## src/rtl/tdc_loop_ctrl_if.sv

```systemverilog
// tdc_loop_ctrl_if: TDC code / DCO control bundle of the ADPLL loop controller.
//   enable    : loop enable, level-sensitive (master -> slave)
//   up_error  : UP thermometer code, ones packed from bit 0 (master -> slave)
//   dwn_error : DWN thermometer code, ones packed from bit 0 (master -> slave)
//   dco_code  : DCO control word (slave -> master)
//   err_out   : registered signed phase error up_cnt - dwn_cnt (slave -> master)
//   state     : 00 IDLE, 01 ACQ, 10 LOCK (slave -> master)
//   locked    : high exactly while state is LOCK (slave -> master)
interface tdc_loop_ctrl_if #(
    parameter int CODE_W = 8
);
    logic                    enable;
    logic [31:0]             up_error;
    logic [31:0]             dwn_error;
    logic [CODE_W-1:0]       dco_code;
    logic signed [6:0]       err_out;
    logic [1:0]              state;
    logic                    locked;

    modport master (
        output enable, up_error, dwn_error,
        input  dco_code, err_out, state, locked
    );

    modport slave (
        input  enable, up_error, dwn_error,
        output dco_code, err_out, state, locked
    );
endinterface

```

## src/rtl/tdc_loop_ctrl.sv

```systemverilog
// tdc_loop_ctrl: ADPLL loop controller - decodes TDC thermometer codes into a
// signed phase error and steers a saturating DCO word through IDLE/ACQ/LOCK.
//   fb_clk     : feedback clock
//   reset_trig : asynchronous active-high reset
//   bus        : tdc_loop_ctrl_if.slave (enable, up_error, dwn_error in;
//                dco_code, err_out, state, locked out)
// Build option: define TDC_BUBBLE_CORR_EN to add 3-bit majority bubble
// correction on both thermometer codes ahead of the decode (no added latency).
module tdc_loop_ctrl #(
    parameter int CODE_W     = 8,
    parameter int LOCK_TOL   = 2,
    parameter int UNLOCK_TOL = 6,
    parameter int LOCK_CNT   = 16,
    parameter int TRK_SHIFT  = 2
) (
    input  logic            fb_clk,
    input  logic            reset_trig,
    tdc_loop_ctrl_if.slave  bus
);
    typedef enum logic [1:0] {
        IDLE = 2'b00,
        ACQ  = 2'b01,
        LOCK = 2'b10
    } state_t;

    // Two guard bits cover both the negative excursion and the carry past 2^CODE_W-1.
    localparam int                SUM_W   = CODE_W + 2;
    localparam logic [CODE_W-1:0] MID     = {1'b1, {(CODE_W-1){1'b0}}};
    localparam logic [CODE_W-1:0] MAX     = {CODE_W{1'b1}};
    localparam logic [7:0]        WIN_TOP = 8'(LOCK_CNT - 1);

    // Index of the first zero scanning up from bit 0; all-ones gives 32.
    function automatic logic [5:0] therm_count(input logic [31:0] c);
        logic [5:0] n;
        n = 6'd32;
        for (int i = 31; i >= 0; i--) begin
            if (!c[i]) n = 6'(i);
        end
        return n;
    endfunction

`ifdef TDC_BUBBLE_CORR_EN
    // Majority of each bit with its neighbours; below bit 0 reads as 1, above bit 31 as 0.
    function automatic logic [31:0] bubble_fix(input logic [31:0] c);
        logic [31:0] lo;
        logic [31:0] hi;
        lo = {c[30:0], 1'b1};
        hi = {1'b0, c[31:1]};
        return (c & lo) | (c & hi) | (lo & hi);
    endfunction
`endif

    logic [31:0]        up_clean;
    logic [31:0]        dwn_clean;
    logic [5:0]         up_cnt_q,  up_cnt_d;
    logic [5:0]         dwn_cnt_q, dwn_cnt_d;
    logic signed [6:0]  err_q,     err_d;
    logic [CODE_W-1:0]  dco_q,     dco_d;
    state_t             state_q,   state_d;
    logic [7:0]         win_cnt_q, win_cnt_d;
    logic               locked_q,  locked_d;

    logic               in_win;
    logic               out_tol;
    logic signed [6:0]  delta;
    logic [SUM_W-1:0]   sum;
    logic [CODE_W-1:0]  dco_step;

`ifdef TDC_BUBBLE_CORR_EN
    assign up_clean  = bubble_fix(bus.up_error);
    assign dwn_clean = bubble_fix(bus.dwn_error);
`else
    assign up_clean  = bus.up_error;
    assign dwn_clean = bus.dwn_error;
`endif

    // Decode, error and clamped DCO arithmetic.
    always_comb begin
        up_cnt_d  = therm_count(up_clean);
        dwn_cnt_d = therm_count(dwn_clean);
        err_d     = $signed({1'b0, up_cnt_q}) - $signed({1'b0, dwn_cnt_q});
        in_win    = (err_q >= -LOCK_TOL) && (err_q <= LOCK_TOL);
        out_tol   = (err_q < -UNLOCK_TOL) || (err_q > UNLOCK_TOL);
        // Arithmetic shift floors toward -inf, so small negative errors still pull down by 1.
        delta     = (state_q == LOCK) ? (err_q >>> TRK_SHIFT) : err_q;
        sum       = {2'b00, dco_q} + {{(SUM_W-7){delta[6]}}, delta};
        dco_step  = sum[SUM_W-1]             ? '0  :
                    (|sum[SUM_W-2:CODE_W])   ? MAX :
                                               sum[CODE_W-1:0];
    end

    // Next-state and next-output logic.
    always_comb begin
        state_d   = state_q;
        dco_d     = dco_q;
        win_cnt_d = win_cnt_q;
        if (!bus.enable) begin
            state_d   = IDLE;
            dco_d     = MID;
            win_cnt_d = '0;
        end else begin
            case (state_q)
                IDLE: begin
                    state_d   = ACQ;
                    dco_d     = MID;
                    win_cnt_d = '0;
                end
                ACQ: begin
                    dco_d = dco_step;
                    // The counter holds at WIN_TOP; reaching it with one more in-window cycle locks.
                    if (!in_win) begin
                        win_cnt_d = '0;
                    end else if (win_cnt_q == WIN_TOP) begin
                        state_d = LOCK;
                    end else begin
                        win_cnt_d = win_cnt_q + 8'd1;
                    end
                end
                LOCK: begin
                    dco_d = dco_step;
                    if (out_tol) begin
                        state_d   = ACQ;
                        win_cnt_d = '0;
                    end
                end
                default: begin
                    state_d   = IDLE;
                    dco_d     = MID;
                    win_cnt_d = '0;
                end
            endcase
        end
        locked_d = (state_d == LOCK);
    end

    always_ff @(posedge fb_clk or posedge reset_trig) begin
        if (reset_trig) begin
            up_cnt_q  <= '0;
            dwn_cnt_q <= '0;
            err_q     <= '0;
            dco_q     <= MID;
            state_q   <= IDLE;
            win_cnt_q <= '0;
            locked_q  <= 1'b0;
        end else begin
            up_cnt_q  <= up_cnt_d;
            dwn_cnt_q <= dwn_cnt_d;
            err_q     <= err_d;
            dco_q     <= dco_d;
            state_q   <= state_d;
            win_cnt_q <= win_cnt_d;
            locked_q  <= locked_d;
        end
    end

    assign bus.dco_code = dco_q;
    assign bus.err_out  = err_q;
    assign bus.state    = state_q;
    assign bus.locked   = locked_q;
endmodule
```

## src/flat_wrapper.sv

```systemverilog
// flat-port wrapper written by rule: the top's interface ports become plain ports
module tdc_loop_ctrl_flat 
#(
    parameter int CODE_W     = 8,
    parameter int LOCK_TOL   = 2,
    parameter int UNLOCK_TOL = 6,
    parameter int LOCK_CNT   = 16,
    parameter int TRK_SHIFT  = 2
)
  (fb_clk, reset_trig, bus_enable, bus_up_error, bus_dwn_error, bus_dco_code, bus_err_out, bus_state, bus_locked);
  tdc_loop_ctrl_if #(.CODE_W(CODE_W)) bus_i ();
  input  logic fb_clk;
  input  logic reset_trig;
  input wire logic [$bits(bus_i.enable)-1:0] bus_enable;
  input wire logic [$bits(bus_i.up_error)-1:0] bus_up_error;
  input wire logic [$bits(bus_i.dwn_error)-1:0] bus_dwn_error;
  output wire logic [$bits(bus_i.dco_code)-1:0] bus_dco_code;
  output wire logic [$bits(bus_i.err_out)-1:0] bus_err_out;
  output wire logic [$bits(bus_i.state)-1:0] bus_state;
  output wire logic [$bits(bus_i.locked)-1:0] bus_locked;
  assign bus_i.enable = bus_enable;
  assign bus_i.up_error = bus_up_error;
  assign bus_i.dwn_error = bus_dwn_error;
  assign bus_dco_code = bus_i.dco_code;
  assign bus_err_out = bus_i.err_out;
  assign bus_state = bus_i.state;
  assign bus_locked = bus_i.locked;
  tdc_loop_ctrl #(.CODE_W(CODE_W), .LOCK_TOL(LOCK_TOL), .UNLOCK_TOL(UNLOCK_TOL), .LOCK_CNT(LOCK_CNT), .TRK_SHIFT(TRK_SHIFT)) u_core (.fb_clk(fb_clk), .reset_trig(reset_trig), .bus(bus_i));
endmodule
```

## config.mk

```make
export PLATFORM = sky130hd
export DESIGN_NAME = tdc_loop_ctrl_flat
export DESIGN_NICKNAME = d
export VERILOG_FILES = /design/src/rtl/tdc_loop_ctrl_if.sv /design/src/rtl/tdc_loop_ctrl.sv /design/src/flat_wrapper.sv
export SDC_FILE = /design/constraint.sdc
export NUM_CORES = 1
export LEC_CHECK = 0
export CAP_MARGIN = 0
export CORE_MARGIN = 4
export CORE_UTILIZATION = 43
export DETAILED_ROUTE_END_ITERATION = 16
export GPL_TIMING_DRIVEN = 0
export PLACE_DENSITY = 0.86
export SYNTH_ARGS = -nofsm -noshare
export SYNTH_HDL_FRONTEND = slang
export SYNTH_SLANG_ARGS = --single-unit
export TNS_END_PERCENT = 20
```

## constraint.sdc

```tcl
create_clock -name fb_clk -period 3.2 [get_ports fb_clk]
set_input_delay 0.64 -clock fb_clk [delete_from_list [all_inputs] [get_ports fb_clk]]
set_output_delay 0.64 -clock fb_clk [all_outputs]
set_load 0.05 [all_outputs]
```

==> results of run 1 <==
## layout make-up
class | instances | area [µm²] | share of cell area
clock buffers | 7 | 86.3 | 0.0222
inverters | 32 | 120 | 0.0309
plain buffers | 1 | 7.51 | 0.00193
repair buffers | 85 | 868 | 0.223
well taps | 77 | 96.3 | 0.0248
flip-flops and latches | 38 | 955 | 0.245
clock inverters | 1 | 5.00 | 0.00129
multi-input cells | 263 | 1750 | 0.450
## layer usage
metal | vias to the layer above | routed length (µm) | GRT usage | part of all wire
li1 | 1404 | - | - | -
met1 | 1287 | 2760 | 0.205 | 0.41
met2 | 100 | 3310 | 0.321 | 0.50
met3 | 11 | 503 | 0.0372 | 0.075
met4 | 0 | 105 | 0.0714 | 0.016
met5 | - | 0 | 0 | 0
## worst reg2reg max path, stage by stage, from the launching register on
cell      delay, ns
dfrtp_2        0.44
inv_1          0.11
ha_2           0.30
mux2_2         0.40
ha_1           0.29
a21oi_2        0.18
o211ai_2       0.14
o311a_1        0.36
or3_1          0.37
a21oi_4        0.27
o21a_1         0.16
## synthesized netlist by cell type (all sizes together), types with 3 or more instances
cell type,number
a21oi,32
mux2,4
or3,8
o21ai,25
nand2b,5
a21o,4
a311oi,3
nor2,25
xor2,4
xnor2,8
o211ai,4
nand2,34
dfrtp,37
nand4,14
a21boi,6
and3,5
o21a,7
o2111ai,3
o21bai,3
inv,32
ha,20
nand3,18
nor3,6
## worst max-delay path by stage
stage,from,to,slack (ns),cells past startpoint
after floorplan,u_core.bus.state[0],u_core.bus.dco_code[0],0.07,11
after global placement,u_core.bus.state[0],u_core.bus.dco_code[7],-0.05,12
after detailed placement,u_core.bus.state[0],u_core.bus.dco_code[7],-0.12,12
after CTS,u_core.bus.state[0],u_core.bus.dco_code[0],0.08,10
after global routing,u_core.bus.state[0],u_core.bus.dco_code[0],0.02,10
final,u_core.bus.state[0],u_core.bus.dco_code[0],0.13,10
## cells by family (layout without fill, tap and decap cells)
kind of cell | Yosys count | after routing | share of synthesized area
AO/OA/AOI/OAI | 100 | 100 | 0.231
adder cells (fa/ha/maj) | 22 | 22 | 0.103
flip-flops | 38 | 38 | 0.339
XOR/XNOR | 12 | 12 | 0.0374
multiplexers | 4 | 4 | 0.0160
buffers and inverters | 34 | 126 | 0.0468
AND/OR/NAND/NOR | 125 | 125 | 0.227
## power by group through the flow
stage	sequential (W)	clock, W	combinational, W
global placement	0.000550	0	0.000467
finish	0.000544	0.000341	0.000495
floorplan	0.000627	0	0.000204
global route	0.000550	0.000378	0.000541
CTS	0.000544	0.000356	0.000492
detailed placement	0.000553	0	0.000486
## sequential cells by signal, indices dropped and copies added, names as in the netlist
register             count
u_core.bus.err_out       7
u_core.bus.state         2
u_core.dwn_cnt_q         6
u_core.bus.locked        1
u_core.win_cnt_q         8
u_core.up_cnt_q          6
u_core.bus.dco_code      8
## through the flow
step / utilization / std cells / hold slack, ns / power [W] / worst slack [ns]
after floorplan: - / 335 / 0.484 / 0.000832 / 0.0668
after global placement: 0.590 / 496 / 0.497 / 0.00102 / -0.0495
after detailed placement: 0.595 / 497 / 0.522 / 0.00104 / -0.116
after CTS: 0.610 / 504 / 0.543 / 0.00139 / 0.0791
after global routing: 0.612 / 504 / 0.562 / 0.00147 / 0.0173
final: 0.612 / 504 / 0.534 / 0.00138 / 0.128
## repair_timing
action                                 CTS  global route
setup endpoints to repair                8             8
resized for setup                        2             3
endpoints found under the hold margin    0             0
hold buffers                             0             0
==> metrics, run 1 <==
clock slew at reported path FFs=0.07 ns; Async SR Flop Fraction=1.00; crit-path cells=inv_1 > ha_2 > mux2_2 > ha_1 > a21oi_2 > o211ai_2 > o311a_1 > or3_1 > a21oi_4 > o21a_1; slew margin rel.=0.449; syn_nets=424; DRC=0; top cell type's share of synthesized area=0.330; placed cell areas=approximately 3800 µm²; Top delay family on crit path=compound AO/OA/AOI/OAI gates; kind of critical path=reg2reg; sw power=0.000474 W; most common cell after layout, fill and taps aside=clkdlybuf4s50_1; fillers=between 500 and 600; Comb pwr share=0.359; Die W=88.8 µm; Endpoint, Worst Hold=u_core.win_cnt_q[1]; Top FF cell, synth=dfrtp_1; Final Max Tran Viols=0; Reg2Reg Launch Point=u_core.bus.state[0]; Die Y-Extent=around 89 µm; Global Route Usage Sum=0.178; global-route wire length before repair=11.3 mm; outcome=finished clean; postcts setup bufs=0; Tmin final=around 3 ns; WP data arrival=3.30 ns; CP endpoint kind=register; Skew-Pair Late Insertion Delay=approximately 0.29 ns; GPL Wtd Cong=0.901; worst ir drop on vdd=0.000241 V; Critical-path top delay cell=dfrtp_2; post-synth cell types=52; TNS Setup=0 ns; CP bufs+invs=1; RSZ-0062 raised after global routing=false; Final HPWL DP=5.53 mm; Syn Inst Count=335; CTS Buf Count=5; largest cells by area after synthesis=dfrtp_1 (33%), ha_1 (8.9%), a21oi_1 (5.3%); Switching Share=0.343; Seq pwr share=0.394; DRT Pass-1 Iters=5; detailed-route via count=around 2,800; Clock Path Buffers=2; DRT iter0 DRCs=58; Setup-failing EPs final=0; WL/cell=13.2 µm; drt total wl=about 6.7 mm; clk root buf=clkbuf_8; Slew @ Worst Pin=about 0.83 ns; CP required=around 3.4 ns; Antenna Violating Nets Remaining=0; Fmax=326 MHz; die area=a little under 8000 µm²; Pwr per Cell Area=355 nW/µm²; Avg Vias per Cell=between 5 and 6; Max Clock Skew=0.00894 ns; fin nets=515; initial antenna violation count=0; count of max-cap constraint violations=0; vias in the first global route=2,792; CP Launch Type=register; CTS tree=yes; Worst R2R Setup Slack=0.13 ns; clk sinks=38; Reg-to-Reg End=u_core.bus.dco_code[0]; port bufs=84; Worst Hold Path Cells=1; commonest non-fill, non-tap cells in the layout=clkdlybuf4s50_1 (84), dfrtp_1 (35), nand2_1 (34); Syn. warnings=0; largest area contributor in the netlist=dfrtp_1; CP Max Fanout=10; Leak Pwr=1.68 nW; GRT overflow=0; I/O pins=85; slowest stage delay, CP=0.44 ns; Seq/Total Area, Yosys=0.339; core area=6350 µm²; largest net degree at the start of global routing=21; H-tree depth=2; Clk pwr share=0.247; ANT cells=0; HP Start=u_core.win_cnt_q[1]; R2R depth=10; number of synthesized flops with an enable pin=0; part of the cycle the worst path needs=0.960; layout cells sized above 1=0.0703; Rows=29; number of synthesized register bits=38; Syn-to-layout area delta=38.4%; Avg Cell Area, Syn=8.38 µm²; Post-Syn Area=2810 µm²; Hold Violations, Final=0; Power Internal=0.000906 W; Initial Util=0.442; Hold Path Class=reg2reg; Finished Cell Area=between 3000 and 4000 µm²
No activity file was read; power rests on OpenSTA's default activity.
==> run 2: changes to the inputs <==
- ABC_AREA: default -> 1
- CORE_MARGIN: 4 -> default
- GPL_ROUTABILITY_DRIVEN: default -> 0
- PLACE_DENSITY: 0.86 -> 0.87
==> metrics, run 2 <==
most common cell after layout, fill and taps aside=nand2_1; Avg Vias per Cell=5.06; Setup-failing EPs final=0; CP bufs+invs=3; detailed-route via count=roughly 2,800; outcome=finished clean; count of max-cap constraint violations=0; fin nets=564; port bufs=84; Clock Path Buffers=2; Slew @ Worst Pin=roughly 0.75 ns; R2R depth=17; slew margin rel.=0.502; largest area contributor in the netlist=dfrtp_1; top cell type's share of synthesized area=0.340; Avg Cell Area, Syn=~7.1 µm²; Leak Pwr=1.79 nW; Seq/Total Area, Yosys=0.349; CP endpoint kind=register; CP Max Fanout=9; drt total wl=6.03 mm; Hold Violations, Final=0; fillers=537; number of synthesized flops with an enable pin=0; post-synth cell types=29; CP Depth=17; Syn. warnings=0; CTS Buf Count=5; largest cells by area after synthesis=dfrtp_1 (34%), nand2_1 (15%), ha_1 (9.2%); Top delay family on crit path=adder cells; met1 wire length=2.50 mm; WP data arrival=3.15 ns; CTS tree=yes; Worst Hold Path Cells=1; Die W=approximately 82 µm; largest net degree at the start of global routing=39; CP required=3.40 ns; worst ir drop on vdd=0.000241 V; placed instance count=542; Hold Path Class=reg2reg; clock slew at reported path FFs=0.07 ns; top layer in use=met4; Async SR Flop Fraction=1.00; global-route wire length before repair=10.3 mm; crit-path cells=inv_2 > ha_4 > o21ai_0 > ha_1 > fa_2 > nand3_1 > nand2_1 > a21oi_1 > inv_1 > a21oi_2 > nor2_1 > nor2_1 > o21ai_0 > xor2_1 > inv_2 > o21ai_0 > nand3_1; Syn-to-layout area delta=39.0%; clk root buf=clkbuf_8; Tmin final=approximately 3 ns; Post-Layout Cell Count=roughly 550; kind of critical path=reg2reg; Most Frequent Cell on Critical Path=o21ai_0; Die Y-Extent=81.6 µm; Post-synth top cells=nand2_1 (109), inv_1 (54), dfrtp_1 (37); Critical-path top delay cell=dfrtp_2; Rows=28; die area=around 6700 µm²; Tot Pwr=0.00135 W; DRC=0; WL/cell=between 10 and 15 µm; layout cells sized above 1=0.0504; commonest non-fill, non-tap cells in the layout=nand2_1 (109), clkdlybuf4s50_1 (84), inv_1 (51); core area=6030 µm²; clk sinks=38; Antenna Violating Nets Remaining=0; hold_buf cts=0; top-count cell post-synth=nand2_1; Skew-Pair Late Insertion Delay=0.28 ns; Syn Inst Count=383; Pwr per Cell Area=355 nW/µm²; Top FF cell, synth=dfrtp_1; ANT cells=0; slowest stage delay, CP=0.44 ns; GRT overflow=0; I/O pins=85; Max Clock Skew=0.00605 ns; H-tree depth=2; DRT iter0 DRCs=101; part of the cycle the worst path needs=0.921; Fmax=339 MHz; Post-Syn Area=2730 µm²; met2 wire length=3.14 mm; Hold WS=0.446 ns; number of synthesized register bits=38; vias in the first global route=2,596; met3 wire len=297 µm; initial antenna violation count=0; Global Route Usage Sum=0.197; Finished Core Util=0.629; Final Max Tran Viols=0; CP Launch Type=register; DRT Pass-1 Iters=4; Initial Util=0.452; Final HPWL DP=4.94 mm; syn_nets=472
run 2: worst reg2reg max path: stages (launching register included):
cell and delay, ns:
dfrtp_2 0.44, inv_2 0.11, ha_4 0.19, o21ai_0 0.14
ha_1 0.25, fa_2 0.37, nand3_1 0.08, nand2_1 0.08
a21oi_1 0.14, inv_1 0.06, a21oi_2 0.15, nor2_1 0.06
nor2_1 0.08, o21ai_0 0.10, xor2_1 0.26, inv_2 0.10
o21ai_0 0.17, nand3_1 0.10
run 2: cell families (layout without fill, tap and decap cells):
family / Yosys count / count (layout) / synth area share
XOR/XNOR: 12 / 12 / 0.0386
adder cells (fa/ha/maj): 22 / 22 / 0.107
AO/OA/AOI/OAI: 63 / 63 / 0.131
AND/OR/NAND/NOR: 192 / 192 / 0.297
flip-flops: 38 / 38 / 0.349
buffers and inverters: 56 / 149 / 0.0771
run 2: final cells by class:
type                            count  area (µm²)  area share
Clock inverter                      1        5.00     0.00132
Timing Repair Buffer               86         856       0.226
Multi-Input combinational cell    289        1590       0.419
Tap cell                           75        93.8      0.0248
Clock buffer                        7        86.3      0.0228
Inverter                           55         206      0.0545
Sequential cell                    38         955       0.252
run 2: path summary, 6_finish.rpt:
check,start,to,slack (ns)
max in group asynchronous,reset_trig,u_core.bus.state[1],1.87
hold reg to reg,u_core.win_cnt_q[7],u_core.win_cnt_q[7],0.45
setup / recovery,u_core.bus.state[0],u_core.bus.dco_code[7],0.25
hold / removal,u_core.win_cnt_q[7],u_core.win_cnt_q[7],0.45
setup reg to reg,u_core.bus.state[0],u_core.bus.dco_code[7],0.25
min in group asynchronous,reset_trig,u_core.win_cnt_q[5],0.81
run 2: routing by layer:
| layer | GRT usage | vias to the layer above |
|---|---|---|
| li1 | - | 1451 |
| met1 | 0.219 | 1250 |
| met2 | 0.378 | 77 |
| met3 | 0.0333 | 10 |
| met4 | 0.0649 | 0 |
| met5 | 0 | - |
run 2: power by group:
part           internal (W)  switching (W)  leakage (nW)  total [W]
clock network      0.000174       0.000154        0.0482   0.000328
registers          0.000509      0.0000297         0.504   0.000539
logic              0.000207       0.000273          1.24   0.000479
run 2: per-stage QoR:
stage / TNS [ns] / setup slack, ns / area (µm²)
after detailed placement: -1.10 / -0.294 / 3660
after floorplan: 0 / 0.0233 / 2730
after global placement: -0.526 / -0.169 / 3660
after global routing: -0.0312 / -0.0312 / 3790
after CTS: 0 / 0.00477 / 3760
final: 0 / 0.252 / 3790
run 2: timing repair:
item | 4_1_cts | 5_1_grt
resized for setup | 1 | 6
setup buffers | 1 | 1
endpoints found under the setup margin | 8 | 8
pin swaps | 1 | 1
